## src/rtl/div_sched.sv

```systemverilog
// Two-requester scheduler sharing one 32/16 divider; one transaction in flight, round-robin grant.
// Define DIV_SCHED_SIGNED_EN for two's-complement operands (magnitude divide plus sign fix-up).

module div (
  input  logic [31:0] dividend,
  input  logic [15:0] divisor,
  output logic [16:0] quotient,
  output logic [15:0] remainder
);
  always_comb begin
    quotient  = '0;
    remainder = '0;
    if (divisor != 16'd0) begin
      quotient  = 17'(dividend / {16'd0, divisor});
      remainder = 16'(dividend % {16'd0, divisor});
    end
  end
endmodule

module div_sched #(
  parameter int LAT = 2
) (
  input  logic        clk,
  input  logic        rst,
  input  logic [1:0]  req_valid,
  output logic [1:0]  req_ready,
  input  logic [31:0] req0_dividend,
  input  logic [31:0] req1_dividend,
  input  logic [15:0] req0_divisor,
  input  logic [15:0] req1_divisor,
  output logic        resp_valid,
  input  logic        resp_ready,
  output logic        resp_id,
  output logic [16:0] resp_quotient,
  output logic [15:0] resp_remainder,
  output logic        resp_dbz,
  output logic        resp_ovf
);
  typedef enum logic [1:0] {IDLE, WAIT, DONE} state_t;

  localparam logic [3:0] CNT_INIT = 4'(LAT - 1);

  state_t      state, nstate;
  logic [3:0]  cnt;
  logic        last_gnt;
  logic        gnt;
  logic        acc;
  logic [31:0] sel_a;
  logic [15:0] sel_b;
  logic [31:0] op_a;
  logic [15:0] op_b;
  logic        op_id;

  logic [31:0] div_a;
  logic [15:0] div_b;
  logic [16:0] div_q;
  logic [15:0] div_r;
  logic [16:0] res_q;
  logic [15:0] res_r;
  logic        res_dbz, res_ovf;

  // Both valid: the requester not granted last time wins.
  always_comb begin
    gnt = 1'b0;
    if (req_valid == 2'b11) gnt = ~last_gnt;
    else if (req_valid[1])  gnt = 1'b1;
    req_ready = 2'b00;
    if (state == IDLE && !rst && (|req_valid))
      req_ready = gnt ? 2'b10 : 2'b01;
  end

  assign acc   = |(req_valid & req_ready);
  assign sel_a = gnt ? req1_dividend : req0_dividend;
  assign sel_b = gnt ? req1_divisor  : req0_divisor;

  always_comb begin
    nstate = state;
    case (state)
      IDLE:    if (acc) nstate = WAIT;
      WAIT:    if (cnt == 4'd0) nstate = DONE;
      DONE:    if (resp_ready) nstate = IDLE;
      default: nstate = IDLE;
    endcase
  end

  div u_div (
    .dividend  (div_a),
    .divisor   (div_b),
    .quotient  (div_q),
    .remainder (div_r)
  );

`ifdef DIV_SCHED_SIGNED_EN
  logic a_neg, b_neg;
  assign a_neg = op_a[31];
  assign b_neg = op_b[15];
  assign div_a = a_neg ? -op_a : op_a;
  assign div_b = b_neg ? -op_b : op_b;

  always_comb begin
    res_dbz = (op_b == 16'd0);
    // magnitude quotient >= 2^16 cannot be represented as a signed 17-bit value
    res_ovf = !res_dbz && (div_a[31:16] >= div_b);
    res_q   = (a_neg ^ b_neg) ? -div_q : div_q;
    res_r   = a_neg ? -div_r : div_r;
    if (res_dbz) begin
      res_q = '1;
      res_r = op_a[15:0];
    end else if (res_ovf) begin
      res_q = '1;
    end
  end
`else
  assign div_a = op_a;
  assign div_b = op_b;

  always_comb begin
    res_dbz = (op_b == 16'd0);
    res_ovf = !res_dbz && ({1'b0, op_a[31:17]} >= op_b);
    res_q   = div_q;
    res_r   = div_r;
    if (res_dbz) begin
      res_q = '1;
      res_r = op_a[15:0];
    end else if (res_ovf) begin
      res_q = '1;
    end
  end
`endif

  assign resp_valid = (state == DONE);

  always_ff @(posedge clk or posedge rst) begin
    if (rst) begin
      state          <= IDLE;
      cnt            <= 4'd0;
      last_gnt       <= 1'b1;
      op_a           <= '0;
      op_b           <= '0;
      op_id          <= 1'b0;
      resp_id        <= 1'b0;
      resp_quotient  <= '0;
      resp_remainder <= '0;
      resp_dbz       <= 1'b0;
      resp_ovf       <= 1'b0;
    end else begin
      state <= nstate;
      if (state == IDLE && acc) begin
        op_a     <= sel_a;
        op_b     <= sel_b;
        op_id    <= gnt;
        last_gnt <= gnt;
        // divide-by-zero needs no settle time: one WAIT cycle only
        cnt      <= (sel_b == 16'd0) ? 4'd0 : CNT_INIT;
      end else if (state == WAIT && cnt != 4'd0) begin
        cnt <= cnt - 4'd1;
      end
      if (state == WAIT && cnt == 4'd0) begin
        resp_id        <= op_id;
        resp_quotient  <= res_q;
        resp_remainder <= res_r;
        resp_dbz       <= res_dbz;
        resp_ovf       <= res_ovf;
      end
    end
  end
endmodule
```

## config.mk

```make
export PLATFORM = sky130hd
export DESIGN_NAME = div_sched
export DESIGN_NICKNAME = d
export VERILOG_FILES = /design/src/rtl/div_sched.sv
export SDC_FILE = /design/constraint.sdc
export NUM_CORES = 1
export LEC_CHECK = 0
export CORE_MARGIN = 4
export CORE_UTILIZATION = 50
export DETAILED_ROUTE_END_ITERATION = 8
export HOLD_SLACK_MARGIN = 0.02
export PLACE_DENSITY = 0.66
export RECOVER_POWER = 25
export SLEW_MARGIN = 20
export SYNTH_ARGS = -nofsm -noshare
export SYNTH_HDL_FRONTEND = slang
export SYNTH_SLANG_ARGS = --single-unit
```

## constraint.sdc

```tcl
create_clock -name clk -period 228.3 [get_ports clk]
set_input_delay 68.49 -clock clk [delete_from_list [all_inputs] [get_ports clk]]
set_output_delay 68.49 -clock clk [all_outputs]
set_load 0.02 [all_outputs]
```

==> reports/results.md <==
| Group | Item | Value |
|---|---|---|
| status | Outcome | complete, but fails checks |
| status | Failing checks | capacitance limit, slew limit |
| yosys | Syn nets | 4077 |
| yosys | Synthesized instance count | 3566 |
| cells and area | Commonest cells after routing, fill and taps aside | 409 x sky130_fd_sc_hd__ha_1, 323 x sky130_fd_sc_hd__nand2_1, 306 x sky130_fd_sc_hd__nor2_1, 241 x sky130_fd_sc_hd__a21oi_1, 229 x sky130_fd_sc_hd__nor3_1 |
| grt | Global-route wire length before repair | 139.7 mm |
| grt | All-layer global routing usage | 0.2936 |
| grt | Number of global-route vias before repair | 27.02k |
| worst setup path | R2r setup slk | 122810 ps |
| sta | Period utilization | 0.6101 |
| clocking | H-tree lvl count | 3 |
| hold path | Min-Delay Startpoint | resp_dbz |
| yosys | Netlist cell types | 120 |
| clocking | Cells resized by post-CTS repair | 0 |
| sta | Final Max Slew Viols | 74 |
| clocking | Number of hold-repair buffers added at the cts stage | 0 |
| route | Wire length per cell after detailed routing | 20.11 microns |
| route | Vias | 27.67k |
| yosys | Ys flop type | sky130_fd_sc_hd__dfrtp_1 |
| placed design | Routability-driven placement congestion ratio | 0.9191 |
| route | Pre-Repair DR Iteration Count | 5 |
| grt | Initial antenna violation count | 0 |
| die | Die outline height | 238.2 microns |
| yosys | Post-synthesis register bit count | 92 |
| yosys | Async S/R FF share, synth | 1.000 |
| worst setup path | Data arrival, critical path | 70800 ps |
| sta | Min cycle time layout | 139290 ps |
| worst setup path | Largest fanout on the critical path | 52 |
| hold path | Endpoint of the worst hold-timing path | resp_dbz |
| cells and area | Final cell utilization of the core | 0.5485 |
| die | Area enclosed by the die boundary | 0.05673 sq mm |
| cells and area | Fraction of layout instances using a drive strength above 1 | 0.06907 |
| clocking | Post-CTS Repair Setup Buffers | 0 |
| yosys | Warnings from Yosys | 0 |
| sta | Slew at the pin with the worst max-slew slack | 2226 ps |
| worst setup path | Startpoint of the most critical register-to-register path | div_b[11] |
| cells and area | Final nets | 4140 |
| yosys | Area share of the largest cell type after synthesis | 0.1932 |
| sta | Upper clock frequency limit | 0.007179 GHz |
| clocking | Inserted Clock Buffers | 9 |
| placed design | HPWL after DPL | 69.07 mm |
| clocking | Clock latency on the worst-skew pair | 360 ps |
| sta | Relative slew slack | -0.4843 |
| die | Starting density of the core | 0.5041 |
| cells and area | Layout overhead on the synthesized area | 8.799% |
| clocking | Number of sinks driven by the clock tree | 92 |
| clocking | Maximum number of buffers from clock root to sink | 2 |
| cells and area | Number of diodes | 0 |
| route | Number of vias per cell | 6.403 |
| sta | Final setup violation count | 0 |
| grt | Overflow left after global routing | 0 |
| sta | Hold Fails Final Rpt | 0 |
| clocking | Cell at the root of the clock tree | sky130_fd_sc_hd__clkbuf_16 |
| clocking | TritonCTS clock tree | yes |
| worst setup path | Startpoint class of the critical path | primary input |
| die | Total number of placement rows | 84 |
| sta | Total Negative Setup Slacks | 0 ps |
| yosys | Post-synth top area cell | sky130_fd_sc_hd__ha_1 |
| grt | Largest net degree at the start of global routing | 103 |
| route | Total Routed Length | 86.93 mm |
| die | Core region area | 0.05255 sq mm |
| route | Number of DRC markers in iteration 0 | 1848 |
| yosys | EDFF count, synth | 0 |
| route | Final ANT Viol Nets | 0 |
| worst setup path | Endpoint of the lowest-slack register-to-register path | resp_remainder[5] |
| die | Die Wd | 238.2 microns |
| worst setup path | Depth of the worst register-to-register path | 412 |
| worst setup path | Worst Setup Path Type | in -> out |
| worst setup path | Crit. End Element | primary output |
| yosys | Sequential area share after synthesis | 0.08695 |
| placed design | Count of input and output buffers | 139 |
| sta | Setup skew after layout | 13.89 ps |
| die | I/O pin count | 140 |
| cells and area | Commonest non-fill, non-tap cell in the layout | sky130_fd_sc_hd__ha_1 |
| route | DRC errors left | 0 |
| job | Maxcap violations | 3 |
| hold path | Cell count of the worst hold path | 2 |
| worst setup path | Required time at the endpoint of the critical path | 159810 ps |
| yosys | Post-Synthesis Mean Instance Area | 7.429 sq um |
| yosys | Netlist Area Pre-Place | 0.02649 sq mm |
| clocking | Clock transition at path regs | 80 ps |
| hold path | Min-delay worst type | reg -> reg |
| yosys | Biggest area contributors in the synthesized netlist | sky130_fd_sc_hd__ha_1 19%, sky130_fd_sc_hd__dfrtp_1 8.6%, sky130_fd_sc_hd__o21a_1 5.9% |
| sta | Setup repair after global routing missed its margin | false |
## critical path: stages
cell and delay, ps:
sky130_fd_sc_hd__clkdlybuf4s50_1 510, sky130_fd_sc_hd__a21boi_4 180, sky130_fd_sc_hd__buf_4 710, sky130_fd_sc_hd__and2_1 290, sky130_fd_sc_hd__clkdlybuf4s50_1 620
## cell usage after synthesis (14+ instances only)
library cell,number
sky130_fd_sc_hd__dfrtp_1,91
sky130_fd_sc_hd__o21ai_1,23
sky130_fd_sc_hd__nor4_1,30
sky130_fd_sc_hd__a211oi_1,19
sky130_fd_sc_hd__or2_2,43
sky130_fd_sc_hd__buf_2,14
sky130_fd_sc_hd__clkbuf_1,92
sky130_fd_sc_hd__nor2b_1,31
sky130_fd_sc_hd__a21oi_1,240
sky130_fd_sc_hd__or3_1,34
sky130_fd_sc_hd__nor2_1,308
sky130_fd_sc_hd__o31ai_1,121
sky130_fd_sc_hd__nor3_1,229
sky130_fd_sc_hd__inv_1,84
sky130_fd_sc_hd__nand2b_1,38
sky130_fd_sc_hd__nand3_1,68
sky130_fd_sc_hd__mux2i_1,82
sky130_fd_sc_hd__a31oi_1,24
sky130_fd_sc_hd__a21o_1,112
sky130_fd_sc_hd__o211ai_1,36
sky130_fd_sc_hd__o21ai_0,175
sky130_fd_sc_hd__nand4_1,42
sky130_fd_sc_hd__and2_1,34
sky130_fd_sc_hd__o22a_1,17
sky130_fd_sc_hd__xor2_1,79
sky130_fd_sc_hd__a22oi_1,17
sky130_fd_sc_hd__a21boi_0,15
sky130_fd_sc_hd__mux2_2,77
sky130_fd_sc_hd__ha_1,409
sky130_fd_sc_hd__o21bai_1,16
sky130_fd_sc_hd__o21a_1,208
sky130_fd_sc_hd__nand2_1,323
sky130_fd_sc_hd__and3_1,27
sky130_fd_sc_hd__xnor2_1,115
## flip-flops by register name (all words and copies together), names as in the netlist
name / cells
last_gnt: 1
resp_id: 1
resp_dbz: 1
resp_ovf: 1
op_id: 1
div_a: 32
cnt: 4
resp_remainder: 16
state: 2
div_b: 16
resp_quotient: 17
## how the worst max path moves through the flow
stage	startpoint	endpoint	slack (ps)	cells after the start
after floorplan	rst	req_ready[0]	90090	4
after global placement	req_valid[0]	req_ready[0]	89060	5
after detailed placement	req_valid[1]	req_ready[1]	89030	5
after CTS	req_valid[1]	req_ready[1]	89020	5
after global routing	rst	req_ready[0]	88870	4
final	req_valid[1]	req_ready[1]	89010	5
## logic make-up (layout without fill, tap and decap cells)
logic type	after synthesis	count (layout)	share of synthesized area
XOR/XNOR	194	194	0.06414
AND/OR/NAND/NOR	1286	1286	0.2383
multiplexers	165	165	0.06669
adder cells (fa/ha/maj)	411	411	0.1943
buffers and inverters	211	279	0.03226
AO/OA/AOI/OAI	1207	1207	0.3174
flip-flops	92	92	0.08695
## per-stage QoR
stage	hold slack (ps)	area, sq um	std cells	setup slack [ps]
after floorplan	439.5	26490	3566	90090
after CTS	483.9	28870	4322	89020
after global routing	513.2	28820	4322	88870
after detailed placement	463.7	28540	4306	89030
final	480.1	28820	4322	89010
after global placement	463.4	28540	4306	89060
## routing by layer
metal,GRT usage,vias up,share of wire
li1,-,13720,-
met5,0,-,0
met2,0.5127,667,0.47
met3,0.02624,139,0.044
met1,0.3918,13150,0.46
met4,0.07282,0,0.026
## cell type report
type                    instances  area [sq um]
fillers                      5079         23730
multi-input cells            3263         23330
flip-flops and latches         92          2303
repair buffers                179          1684
well taps                     688         860.8
inverters                      84         316.6
clock buffers                   9         225.2
clock inverters                 7         100.1
Power is not shown: default switching activity piles up to over one toggle a cycle in this logic, so the estimate is an artifact.
